File: src/rtl/ram_stream_reader.sv
// Burst read initiator for one block-RAM port: turns (addr, len) commands into RAM reads and a valid/ready stream.
// Optional read-and-clear behaviour is enabled by defining RAM_READER_CLEAR_EN.
module ram_stream_reader #(
  parameter int               WIDTH     = 8,
  parameter int               DEPTH     = 64,
  parameter int               LG_DEPTH  = 6,
  parameter logic [WIDTH-1:0] CLEAR_VAL = '0
) (
  input  logic                clk,
  input  logic                rst,
  input  logic                cmd_valid,
  output logic                cmd_ready,
  input  logic [LG_DEPTH-1:0] cmd_addr,
  input  logic [LG_DEPTH:0]   cmd_len,
  output logic                ram_en,
  output logic                ram_we,
  output logic [LG_DEPTH-1:0] ram_addr,
  output logic [WIDTH-1:0]    ram_din,
  input  logic [WIDTH-1:0]    ram_dout,
  output logic                m_valid,
  input  logic                m_ready,
  output logic [WIDTH-1:0]    m_data,
  output logic                m_last,
  output logic                busy
);

  typedef enum logic [1:0] {IDLE, RUN, DRAIN} state_t;

  localparam logic [LG_DEPTH-1:0] ADDR_ONE = 1;
  localparam logic [LG_DEPTH:0]   REM_ONE  = 1;
  localparam logic [1:0]          CNT_ONE  = 1;

  state_t              state_q, state_d;
  logic [LG_DEPTH-1:0] cur_addr_q, cur_addr_d;
  logic [LG_DEPTH:0]   remaining_q, remaining_d;
  logic                inflight_q, inflight_d;
  logic                inflight_last_q, inflight_last_d;
  logic [WIDTH-1:0]    fifo_data_q [2];
  logic [WIDTH-1:0]    fifo_data_d [2];
  logic                fifo_last_q [2];
  logic                fifo_last_d [2];
  logic                rd_ptr_q, rd_ptr_d;
  logic                wr_ptr_q, wr_ptr_d;
  logic [1:0]          fifo_cnt_q, fifo_cnt_d;

  logic                cmd_fire;
  logic                issue;
  logic                pop;
  logic                push;
  logic                fifo_pop;
  logic [2:0]          occ_after_pop;

  always_ff @(posedge clk) begin
    if (rst) begin
      state_q <= IDLE;
    end else begin
      state_q <= state_d;
    end
  end

  always_comb begin
    state_d = state_q;
    unique case (state_q)
      IDLE:    if (cmd_fire && cmd_len != '0) state_d = RUN;
      RUN:     if (issue && remaining_q == REM_ONE) state_d = DRAIN;
      DRAIN:   if (occ_after_pop == 3'd0) state_d = IDLE;
      default: state_d = IDLE;
    endcase
  end

  // While the FIFO is empty the word arriving from the RAM is shown directly,
  // which gives the one-clock ram_en -> m_valid latency.
  always_comb begin
    cmd_ready = (state_q == IDLE);
    busy      = (state_q != IDLE);
    cmd_fire  = cmd_valid && cmd_ready;
    m_valid   = (fifo_cnt_q != 2'd0) || inflight_q;
    if (fifo_cnt_q != 2'd0) begin
      m_data = fifo_data_q[rd_ptr_q];
      m_last = fifo_last_q[rd_ptr_q];
    end else if (inflight_q) begin
      m_data = ram_dout;
      m_last = inflight_last_q;
    end else begin
      m_data = '0;
      m_last = 1'b0;
    end
    pop           = m_valid && m_ready;
    occ_after_pop = {1'b0, fifo_cnt_q} + {2'b00, inflight_q} - {2'b00, pop};
    issue         = (state_q == RUN) && (remaining_q != '0) && (occ_after_pop < 3'd2);
    ram_en        = issue;
    ram_addr      = cur_addr_q;
`ifdef RAM_READER_CLEAR_EN
    ram_we        = issue;
    ram_din       = CLEAR_VAL;
`else
    ram_we        = 1'b0;
    ram_din       = '0;
`endif
  end

  always_comb begin
    cur_addr_d      = cur_addr_q;
    remaining_d     = remaining_q;
    fifo_data_d     = fifo_data_q;
    fifo_last_d     = fifo_last_q;
    rd_ptr_d        = rd_ptr_q;
    wr_ptr_d        = wr_ptr_q;
    fifo_cnt_d      = fifo_cnt_q;
    inflight_d      = issue;
    inflight_last_d = issue && (remaining_q == REM_ONE);
    if (cmd_fire) begin
      cur_addr_d  = cmd_addr;
      remaining_d = cmd_len;
    end
    if (issue) begin
      cur_addr_d  = cur_addr_q + ADDR_ONE;
      remaining_d = remaining_q - REM_ONE;
    end
    // A bypassed word consumed in its arrival cycle never enters the FIFO.
    fifo_pop = pop && (fifo_cnt_q != 2'd0);
    push     = inflight_q && !(pop && (fifo_cnt_q == 2'd0));
    if (push) begin
      fifo_data_d[wr_ptr_q] = ram_dout;
      fifo_last_d[wr_ptr_q] = inflight_last_q;
      wr_ptr_d              = ~wr_ptr_q;
    end
    if (fifo_pop) begin
      rd_ptr_d = ~rd_ptr_q;
    end
    unique case ({push, fifo_pop})
      2'b10:   fifo_cnt_d = fifo_cnt_q + CNT_ONE;
      2'b01:   fifo_cnt_d = fifo_cnt_q - CNT_ONE;
      default: fifo_cnt_d = fifo_cnt_q;
    endcase
  end

  always_ff @(posedge clk) begin
    if (rst) begin
      cur_addr_q      <= '0;
      remaining_q     <= '0;
      inflight_q      <= 1'b0;
      inflight_last_q <= 1'b0;
      fifo_data_q[0]  <= '0;
      fifo_data_q[1]  <= '0;
      fifo_last_q[0]  <= 1'b0;
      fifo_last_q[1]  <= 1'b0;
      rd_ptr_q        <= 1'b0;
      wr_ptr_q        <= 1'b0;
      fifo_cnt_q      <= 2'd0;
    end else begin
      cur_addr_q      <= cur_addr_d;
      remaining_q     <= remaining_d;
      inflight_q      <= inflight_d;
      inflight_last_q <= inflight_last_d;
      fifo_data_q     <= fifo_data_d;
      fifo_last_q     <= fifo_last_d;
      rd_ptr_q        <= rd_ptr_d;
      wr_ptr_q        <= wr_ptr_d;
      fifo_cnt_q      <= fifo_cnt_d;
    end
  end

endmodule

File: config.mk
export PLATFORM = sky130hd
export DESIGN_NAME = ram_stream_reader
export DESIGN_NICKNAME = d
export VERILOG_FILES = /design/src/rtl/ram_stream_reader.sv
export SDC_FILE = /design/constraint.sdc
export NUM_CORES = 1
export LEC_CHECK = 0
export BUFFER_PORTS_ARGS = -buffer_cell sky130_fd_sc_hd__clkbuf_2
export CAP_MARGIN = 0
export CORE_MARGIN = 1.5
export CORE_UTILIZATION = 31
export CTS_CLUSTER_SIZE = 10
export DETAILED_ROUTE_END_ITERATION = 10
export HOLD_SLACK_MARGIN = 0.03
export SETUP_SLACK_MARGIN = 0.15
export SKIP_LAST_GASP = 1
export SLEW_MARGIN = 20
export SYNTH_ARGS = -nofsm -noshare
export SYNTH_HDL_FRONTEND = slang
export SYNTH_SLANG_ARGS = --single-unit
File: constraint.sdc
create_clock -name clk -period 3.92 [get_ports clk]
set_input_delay 0.196 -clock clk [delete_from_list [all_inputs] [get_ports clk]]
set_output_delay 0.196 -clock clk [all_outputs]
set_load 0.02 [all_outputs]
# Yosys cells after proc, flatten, opt, wreduce, memory -nomap -nowiden
# Cells that the tools add are included.
[word_totals]
reg_bits = 39
in_bits = 25
word_cells = 81
[classes]
addsub = 6
order_cmp = 4
eq_ne = 8
n_mux = 25
n_bitwise = 4
n_reduce_logical = 22
[ops]
columns = ["op", "count"]
rows = [
  ["$mux 8", 6],
  ["$bwmux 16", 1],
  ["$mux 7", 2],
  ["$reduce_bool 7->1", 2],
  ["$mux 6", 2],
  ["$logic_and 1x1->1", 10],
  ["$demux 8 s1", 1],
  ["$reduce_bool 2->1", 4],
  ["$eq 7x1->1 const B", 1],
  ["$sub 7x1->7 const B", 1],
  ["$add 6x1->6 const B", 1],
  ["$mux 1", 6],
  ["$mux 2", 3],
  ["$pmux 2 s3", 1],
  ["$eq 2x1->1 const B", 2],
  ["$eq 2x2->1 const B", 2],
  ["$ge 2x2->1 const B", 2],
  ["$logic_not 2->1", 2],
  ["$ne 2x2->1 const B", 2],
  ["$not 1->2", 2],
  ["$pmux 2 s2", 1],
  ["$add 2x1->3", 1],
  ["$logic_not 3->1", 1],
  ["$lt 3x2->1 const B", 1],
  ["other kinds (11)", 12],
]

# Longest topological paths before layout
# Gate-level depths: netlist of the first run.
[logic_depth]
depth_word = 9
mapped_depth = 14
ltp_nobuf = 12

# Worst setup path after synthesis of the first run
# OpenSTA, ideal clock, no wires.
[synth_timing]
path_kind = "flip-flop to flip-flop"
from = "register inflight_q"
to = "register cur_addr_q[5], in the netlist ram_addr[5]"
setup_time_ns = 0.074
t_arrival_ns = 3.223
t_required_ns = 3.846
path_slack_ns = 0.622
stages_incl_launch_ff = 14
n_path_buf = 2
synth_period_minus_slack_ns = 3.298
cell_sequence = "dfxtp_1 clkbuf_1 or3_1 and2_1 ha_1 inv_1 ha_1 inv_1 fa_1 inv_1 or3_1 buf_2 or4_1 a31oi_1"
[synth_via]
elab_chain_cells = 6
[synth_rtl]
columns = ["item", "line_no", "source"]
rows = [
  ["start: declaration", "36", "logic inflight_q, inflight_d;"],
  ["start signal: assignment", "154", "inflight_q <= inflight_d;"],
  ["$logic_or 1x1->1 (*)", "77", "m_valid = (fifo_cnt_q != 2'd0) || inflight_q;"],
  ["via m_valid", "20", "output logic m_valid,"],
  ["$logic_and 1x1->1 (*)", "88", "pop = m_valid && m_ready;"],
  ["$sub 3x1->3 (*)", "89", "occ_after_pop = {1'b0, fifo_cnt_q} + {2'b00, inflight_q} - {2'b00, pop};"],
  ["$lt 3x2->1 (*)", "90", "issue = (state_q == RUN) && (remaining_q != '0) && (occ_after_pop < 3'd2);"],
  ["$logic_and 1x1->1 (*)", "90", ""],
  ["$mux 6 or $reduce_bool 2->1 (tied branches)", "--", ""],
  ["end signal: assignment", "152", "cur_addr_q <= cur_addr_d;"],
  ["end: declaration", "34", "logic [LG_DEPTH-1:0] cur_addr_q, cur_addr_d;"],
]
# Mark *: on every way through the listed nets, which the timed path passes. The rest lies on a longest branch.
# A chain may end at the register's enable or synchronous reset.

# Worst setup path after layout of the first run
[layout_timing]
from = "register fifo_cnt_q[1]"
to = "register remaining_q[5]"
[layout_via]
elab_chain_cells = 7
[layout_rtl]
columns = ["item", "line_no", "source"]
rows = [
  ["start: declaration", "44", "logic [1:0] fifo_cnt_q, fifo_cnt_d;"],
  ["start signal: assignment", "160", "fifo_cnt_q <= fifo_cnt_d;"],
  ["parallel branches: the longest is 3 deep, another holds $add 2x1->3", "--", ""],
  ["$sub 3x1->3 (*)", "89", ""],
  ["$lt 3x2->1 (*)", "90", ""],
  ["$logic_and 1x1->1 (*)", "90", ""],
  ["$mux 7 or $reduce_bool 2->1 (tied branches)", "--", ""],
  ["end signal: assignment", "153", "remaining_q <= remaining_d;"],
  ["end: declaration", "35", "logic [LG_DEPTH:0] remaining_q, remaining_d;"],
]
# Mark *: on every way between the ends.

==> impl_metrics.ini, run 1 <==
[status]
status = complete, no violations

[synthesis]
syn-cell-area_um2 = 2180
synthTopCellsByArea = dfxtp_1, mux2i_1, nor2_1, ha_1, nand3_1
synthSimpleGateAreaFrac_pct = 21.35
synth_compound_area_share_pct = 15.61
yosys_most_used_dff = dfxtp_1
yosysTopAreaCellShare_pct = 35.82
ys_warn_count = 0
synthCells = 251
synth_top_area_cell = dfxtp_1
synthAdderAreaFrac_pct = 4.937
ys_seq_area_share_pct = 35.82
synthArstFlopShare_pct = 0
synth-xor-area-share_pct = 2.009
ys_seq_elements = 39
yosysMostFrequentCell = dfxtp_1
avgSynthCellArea_um2 = 8.684
muxShareOfSynthArea_pct = 12.40
synth_top_family_by_area = simple AND/OR/NAND/NOR gates
yosysUniqueCellTypes = 42
ys_top_cells_by_count = dfxtp_1, mux2i_1, nor2_1, nand3_1, o21ai_0
synth_edf_count = 0

[floorplan]
die_area_um2 = 7543
die_y_um = 86.85
pin_count = 53
std_cell_rows = 30
start_util_pct = 32.08
coreArea_um2 = 6794
die_w_um = 86.85

[timing]
slew_viol_final = 0
fmax_mhz = 295.8
rsz0062_at_grt = false
tightest_slew_ps = 929.1
period_share_pct = 86.25
final_hold_viol_count = 0
slew_headroom_pct = 37.79
fin_crit_ps = 3381
setup-tns-final_ps = 0
setup_viol = 0
skew_ps = 6.338

[routing]
ant_nets = 0
drt_wl_total_mm = 4.884
routed_via_density = 4.956
drt_pre_antenna_iters = 4
wl_per_cell_um = 12.65
first_iter_violations = 84
drc = 0
num_vias = 1913

[global_route]
overflow = 0
grt_pass1_vias = 1706
grt_max_degree = 43
antenna_found_initial = 0
grt_pass1_wl_mm = 8.128
grt_use_total_pct = 13.55

[worst_setup_path]
crit_start = fifo_cnt_q[1]
critPathCapture = remaining_q[5]
rrSetupSlack_ps = 540
reg2reg_depth = 11
crit_fanout = 17
cp-end-kind = flip-flop
startpoint_type = flip-flop
critical_path_class = flip-flop to flip-flop
arrival_ps = 3590
required_ps = 4130
r2r_end = remaining_q[5]
rr_startpoint = fifo_cnt_q[1]

[pwr]
comb_power_share_pct = 32.0
clockPowerShare_pct = 28.3
power.static_leakage_nw = 1.063
totalPowerFinal_mw = 1.203
p_sw_mw = 0.4393
irDropWorstVdd_uv = 225.5
seqPwrFrac_pct = 39.6
p_per_area_nw_per_um2 = 469.5
internal-power_mw = 0.7639
netSwitchingFraction_pct = 36.51

[layout]
regArea_um2 = 780.7
fill_cells = 686
num_antenna_cells = 0
postLayoutCellArea_um2 = 2562
num-nets-final = 322
area_growth_pct = 17.57
multiInputGateArea_um2 = 1266
drive_above_1_share_pct = 21.03

[worst_hold_path]
hp-class = input pin to flip-flop
hold_depth = 3

[cts]
cts_resized = 0
cts_buffers = 5
clock_latency_ps = 300
cts.sinks = 39
cts_hold_buf = 0
cts.clk_slew.worst_paths_ps = 80
tritoncts = yes
cts_max_path_buffers = 2
post_cts_buffers = 0
root_buffer = clkbuf_8
htree_levels = 2

[placed_design]
globalplace.congestion = 0.8111
dp_hpwl_mm = 3.442
io_buffers = 43
placed_area_um2 = 2450

[job]
drv_cap = 0
## cell type report
class / instances / area share [%]
Tap cell: 96 / 4.687
Clock buffer: 5 / 2.686
Sequential cell: 39 / 30.47
Inverter: 10 / 1.465
Clock inverter: 3 / 1.709
Multi-Input combinational cell: 186 / 49.41
Timing Repair Buffer: 47 / 9.570
## routing by layer
layer  track usage [%]  part of all wire [%]  routed length, µm
met1             18.62                    48               2346
met2             21.42                    45               2200
met3             3.602                   6.4                315
met5                 0                     0                  0
met4             2.639                  0.45                 22
## cell usage in the layout, fill, tap and decap left out, drive strengths merged, types with 7 or more instances in the layout
cell    netlist  layout
conb          1       9
nor2         25      25
nand2        10      10
ha            7       7
o21ai        12      12
nand3        15      15
a31oi         7       7
a21oi         7       7
inv          10      10
clkbuf       10      48
dfxtp        39      39
mux2i        27      27
## logic make-up (layout without fill, tap and decap cells)
group,after synthesis,count (layout)
fa+ha+maj,8,8
compound gates,50,50
buf+inv,34,65
flops,39,39
simple gates,87,87
mux,27,27
xor+xnor,5,5
other cells,1,9
## state kept, by name (all words and copies together) (netlist names)
| register | flops |
|---|---|
| remaining_q | 7 |
| fifo_data_q | 16 |
| inflight_q | 1 |
| fifo_cnt_q | 2 |
| fifo_last_q | 2 |
| wr_ptr_q | 1 |
| ram_addr | 6 |
| state_q | 2 |
| inflight_last_q | 1 |
| rd_ptr_q | 1 |
## power by group through the flow
stage	combinational, mW	clock (mW)	sequential (mW)
floorplan	0.285	0	0.476
global placement	0.382	0	0.484
detailed placement	0.386	0	0.486
CTS	0.388	0.350	0.476
global route	0.427	0.369	0.483
finish	0.385	0.341	0.477
## worst min-delay path by stage
stage                     endpoint         from  slack [ps]
global placement       ram_addr[1]  cmd_addr[1]         460
finish                 ram_addr[1]  cmd_addr[1]         140
detailed placement     ram_addr[1]  cmd_addr[1]         460
CTS                    ram_addr[1]  cmd_addr[1]         140
global route           ram_addr[1]  cmd_addr[1]         150
floorplan           fifo_data_q[0]  ram_dout[0]         340
## worst max-delay path: stages (launching register included)
cell and delay [ps]:
dfxtp_1 390, or3_1 380, and2_1 170, ha_1 260, inv_1 60, ha_1 130, inv_1 40, fa_1 480
inv_1 60, or3_1 610, or4_1 550, a31oi_1 170
## per-stage QoR
| stage | utilization (%) | hold WS, ps | setup slack (ps) | cells |
|---|---|---|---|---|
| 2_1_floorplan | - | 339.9 | 622.2 | 259 |
| 3_3_place_gp | 36.06 | 457.0 | 618.9 | 378 |
| 3_5_place_dp | 36.06 | 460.1 | 560.6 | 378 |
| 4_1_cts | 37.72 | 138.8 | 523.3 | 386 |
| 5_1_grt | 37.72 | 152.1 | 326.5 | 386 |
| 6_report | 37.72 | 139.3 | 538.8 | 386 |
(Power assumes the default switching activity.)
==> run 2, diff against run 1 <==
Settings changed: SKIP_CTS_REPAIR_TIMING set to 1.
Clock period 3.92 ns to 3.5 ns, I/O delays scaled along.
==> run 2 against run 1 <==
Against the previous run: worst hold slack worse by 9.8 ps; die area unchanged; setup slack worse by 220 ps; clock power up 11%; sequential share of layout area is 0.27 points lower; highest routed layer unchanged.
==> impl_metrics.ini, run 2 (synthesis gave the netlist of run 1 again) <==
[status]
status = complete, no violations

[timing]
tightest_slew_ps = 978.0
slew_headroom_pct = 34.52
slew_viol_final = 0
fin_crit_ps = 3180
rsz0062_at_grt = true
setup_viol = 0
setup-tns-final_ps = 0
fmax_mhz = 314.5
skew_ps = 6.659
period_share_pct = 90.85
hold_slack_ps = 129.5
final_hold_viol_count = 0

[layout]
largest_register = fifo_data_q
drive_above_1_share_pct = 22.26
num_antenna_cells = 0
final_common_cell = clkbuf_2
area_growth_pct = 18.60
fin_cells = 388
num-nets-final = 324
final_cell_mix = clkbuf_2, dfxtp_1, mux2i_1
largest_register_ff_count = 16

[global_route]
grt_use_total_pct = 14.19
globalRouteMet1Util_pct = 18.57
met3_usage_pct = 3.033
overflow = 0
grt_pass1_wl_mm = 8.507
top_usage_layer = met2
grtUsageMet2_pct = 23.40
antenna_found_initial = 0
grt_pass1_vias = 1812
grt_max_degree = 43

[worst_setup_path]
startpoint_type = flip-flop
rrSetupSlack_ps = 320
cp-end-kind = flip-flop
critical_path_class = flip-flop to flip-flop
required_ps = 3710
crit_fanout = 13
arrival_ps = 3390

[pwr]
netSwitchingFraction_pct = 36.19
irDropWorstVdd_uv = 246.6
seqPwrFrac_pct = 39.4
comb_power_share_pct = 32.6
clockPowerShare_pct = 28.0
p_sw_mw = 0.4887
power.static_leakage_nw = 1.074
p_per_area_nw_per_um2 = 522.4
internal-power_mw = 0.8616

[cts]
cts_max_path_buffers = 2
cts.clk_slew.worst_paths_ps = 80
tritoncts = yes
cts_buffers = 5
root_buffer = clkbuf_8
htree_levels = 2
cts.sinks = 39
clock_latency_ps = 290

[routing]
drt_pre_antenna_iters = 4
ant_nets = 0
drc = 0
drt_wl_total_mm = 5.099
wl_per_cell_um = 13.14
routed_via_density = 4.974
num_vias = 1930
first_iter_violations = 95

[job]
drv_cap = 0

[floorplan]
die_area_um2 = 7543
pin_count = 53
start_util_pct = 32.08
std_cell_rows = 30
die_w_um = 86.85
die_y_um = 86.85
coreArea_um2 = 6794

[placed_design]
dp_hpwl_mm = 3.574
place_inst = 380
globalplace.congestion = 0.8645
io_buffers = 43

[worst_hold_path]
hp-class = input pin to flip-flop
==> run 2: cell types whose count changed in the layout (fill, tap and decap cells not counted) <==
cell / change
buf_4: +2
nand2_1: -1
nand2_2: +1
or3_1: -1
or3_4: +1
==> run 2: cell type report <==
| class | count | area (µm²) |
|---|---|---|
| Sequential cell | 39 | 780.7 |
| Clock inverter | 3 | 43.79 |
| Clock buffer | 5 | 68.82 |
| Tap cell | 96 | 120.1 |
| Inverter | 10 | 37.54 |
| Multi-Input combinational cell | 186 | 1274 |
| Timing Repair Buffer | 49 | 260.3 |
| Fill cell | 701 | 4209 |
==> run 2: worst paths after layout <==
path / start / endpoint / cells past startpoint
worst min-delay path: cmd_len[5] / remaining_q[5] / 3
worst min register to register: fifo_last_q[1] / fifo_last_q[1] / 2
worst max register to register: fifo_cnt_q[0] / ram_addr[5] / 11
worst max-delay path: fifo_cnt_q[0] / ram_addr[5] / 11
==> run 2: metal layers <==
layer / share of wire, % / wire, µm
met3: 5.4 / 274
met2: 47 / 2403
met1: 47 / 2399
met5: 0 / 0
met4: 0.41 / 21
==> run 2: power by group through the flow <==
stage	combinational, mW	sequential (mW)	clock [mW]
6_report	0.440	0.532	0.379
3_5_place_dp	0.436	0.542	0
3_3_place_gp	0.428	0.541	0
4_1_cts	0.437	0.532	0.387
5_1_grt	0.490	0.540	0.407
2_1_floorplan	0.319	0.533	0
==> run 2: critical path, cell delays in order (launching register included) <==
cell and delay [ps]:
dfxtp_1 370, or3_1 400, and2_1 170, ha_1 260, inv_1 50, ha_1 120, inv_1 50, fa_1 480
inv_1 70, or3_4 470, or4_1 520, a31oi_1 140
==> run 2: through the flow <==
| step | setup WS [ps] | instance area [µm²] | utilization [%] | power [mW] |
|---|---|---|---|---|
| after floorplan | 202.2 | 2210 | - | 0.8528 |
| after global placement | 274.2 | 2465 | 36.28 | 0.9691 |
| after CTS | 183.3 | 2577 | 37.94 | 1.356 |
| after detailed placement | 206.0 | 2465 | 36.28 | 0.9779 |
| after global routing | 142.2 | 2585 | 38.05 | 1.437 |
| final | 320.4 | 2585 | 38.05 | 1.350 |
==> run 3, diff against run 2 <==
Settings changed: CELL_PAD_IN_SITES_DETAIL_PLACEMENT set to 0, CELL_PAD_IN_SITES_GLOBAL_PLACEMENT set to 2, PLACE_DENSITY_LB_ADDON set to 0.1.
==> run 3 against run 2 <==
Against the previous run: highest routed layer unchanged; clock-buffer cell count up 1; via count shrank 1.5%; cell area up 0.29%; sequential share of layout area decreased by 0.087 points; critical endpoint is now remaining_q[5].
==> impl_metrics.ini, run 3 (synthesis gave the netlist of run 1 again) <==
[routing]
top_layer = met4
wl_per_cell_um = 14.07
wl_met1_mm = 2.534
num_vias = 1902
ant_nets = 0
met3_length_um = 227
routed_via_density = 4.889
dr_wl_met2_mm = 2.625
drt_pre_antenna_iters = 4
drt_wl_total_mm = 5.474
drc = 0
first_iter_violations = 66

[timing]
fmax_mhz = 313.2
hold_slack_ps = 136.2
setup_viol = 0
slew_viol_final = 0
rsz0062_at_grt = false
fin_ws_ps = 307.2
skew_ps = 3.298
tightest_slew_ps = 889.4
setup-tns-final_ps = 0
final_hold_viol_count = 0
fin_crit_ps = 3193
period_share_pct = 91.22
slew_headroom_pct = 40.70

[worst_hold_path]
hp-class = input pin to flip-flop
min_from = cmd_addr[1]

[worst_setup_path]
rr_startpoint = fifo_cnt_q[0]
arrival_ps = 3390
cp-end-kind = flip-flop
path_cells = or3_1 > and2_1 > ha_1 > inv_1 > ha_1 > inv_1 > fa_1 > inv_1 > or3_4 > or4_1 > a31oi_1
reg2reg_depth = 11
required_ps = 3700
crit_slowest_cell = fa_1
r2r_end = remaining_q[5]
cpMostUsedCell = inv_1
startpoint_type = flip-flop
critPathCapture = remaining_q[5]
crit_fanout = 13
rrSetupSlack_ps = 310
crit_start = fifo_cnt_q[0]
max_stage_delay_ps = 480
critical_path_class = flip-flop to flip-flop

[global_route]
antenna_found_initial = 0
grt_pass1_vias = 1804
grt_use_total_pct = 15.34
grt_pass1_wl_mm = 9.011
overflow = 0
grt_max_degree = 43

[pwr]
totalPowerFinal_mw = 1.380
irDropWorstVdd_uv = 160.7
power.static_leakage_nw = 1.080
p_per_area_nw_per_um2 = 532.2

[layout]
final_cell_mix = clkbuf_2, dfxtp_1, mux2i_1
largest_register = fifo_data_q
largest_register_ff_count = 16
area_growth_pct = 18.94
drive_above_1_share_pct = 22.18
num_antenna_cells = 0
num-nets-final = 325
final_common_cell = clkbuf_2

[floorplan]
die_y_um = 86.85
coreArea_um2 = 6794
die_area_um2 = 7543
die_w_um = 86.85
start_util_pct = 32.08
std_cell_rows = 30
pin_count = 53

[placed_design]
place_ws_ps = 196.4
dp_hpwl_mm = 3.702
globalplace.congestion = 0.7195
io_buffers = 43

[cts]
htree_levels = 2
cts_max_path_buffers = 2
clock_latency_ps = 290
root_buffer = clkbuf_8
tritoncts = yes
cts_buffers = 5
cts.sinks = 39
cts.clk_slew.worst_paths_ps = 80

[job]
drv_cap = 0

[status]
status = complete, no violations
run 3: where the power goes:
part	total (mW)	leakage (nW)	internal (mW)	switching [mW]
Clock	0.394	0.0612	0.231	0.163
Sequential	0.533	0.317	0.484	0.0494
Combinational	0.453	0.701	0.166	0.286
Total	1.38	1.08	0.881	0.499
run 3: final cells by class:
type,instances,area [µm²]
Tap cell,96,120.1
Clock inverter,2,35.03
Fill cell,738,4202
Multi-Input combinational cell,186,1269
Timing Repair Buffer,50,267.8
Clock buffer,6,82.58
Sequential cell,39,780.7
Inverter,10,37.54
run 3: worst min-delay path by stage:
stage | to | slack, ps | cells after the start
2_1_floorplan | fifo_data_q[0] | 320 | 2
3_3_place_gp | ram_addr[1] | 440 | 3
3_5_place_dp | ram_addr[1] | 440 | 3
4_1_cts | ram_addr[1] | 120 | 3
5_1_grt | fifo_data_q[2] | 150 | 3
6_report | ram_addr[1] | 140 | 3
run 3: critical path, delay by kind of cell, from the launching register on:
kind	cells	cell delay (ps)
simple gates	4	1510
compound gates	1	170
fa+ha+maj	3	870
buf+inv	3	170
flops	1	380
run 3: through the flow:
| stage | instances | util [%] | area [µm²] |
|---|---|---|---|
| floorplan | 259 | - | 2210 |
| global route | 389 | 38.16 | 2592 |
| finish | 389 | 38.16 | 2592 |
| detailed placement | 381 | 36.32 | 2467 |
| global placement | 381 | 36.32 | 2467 |
| CTS | 389 | 38.05 | 2585 |
run 3: layer usage:
layer,vias to the layer above,GRT usage (%)
met5,-,0
met1,869,19.53
met4,0,5.132
met2,49,26.07
li1,977,-
met3,7,2.749
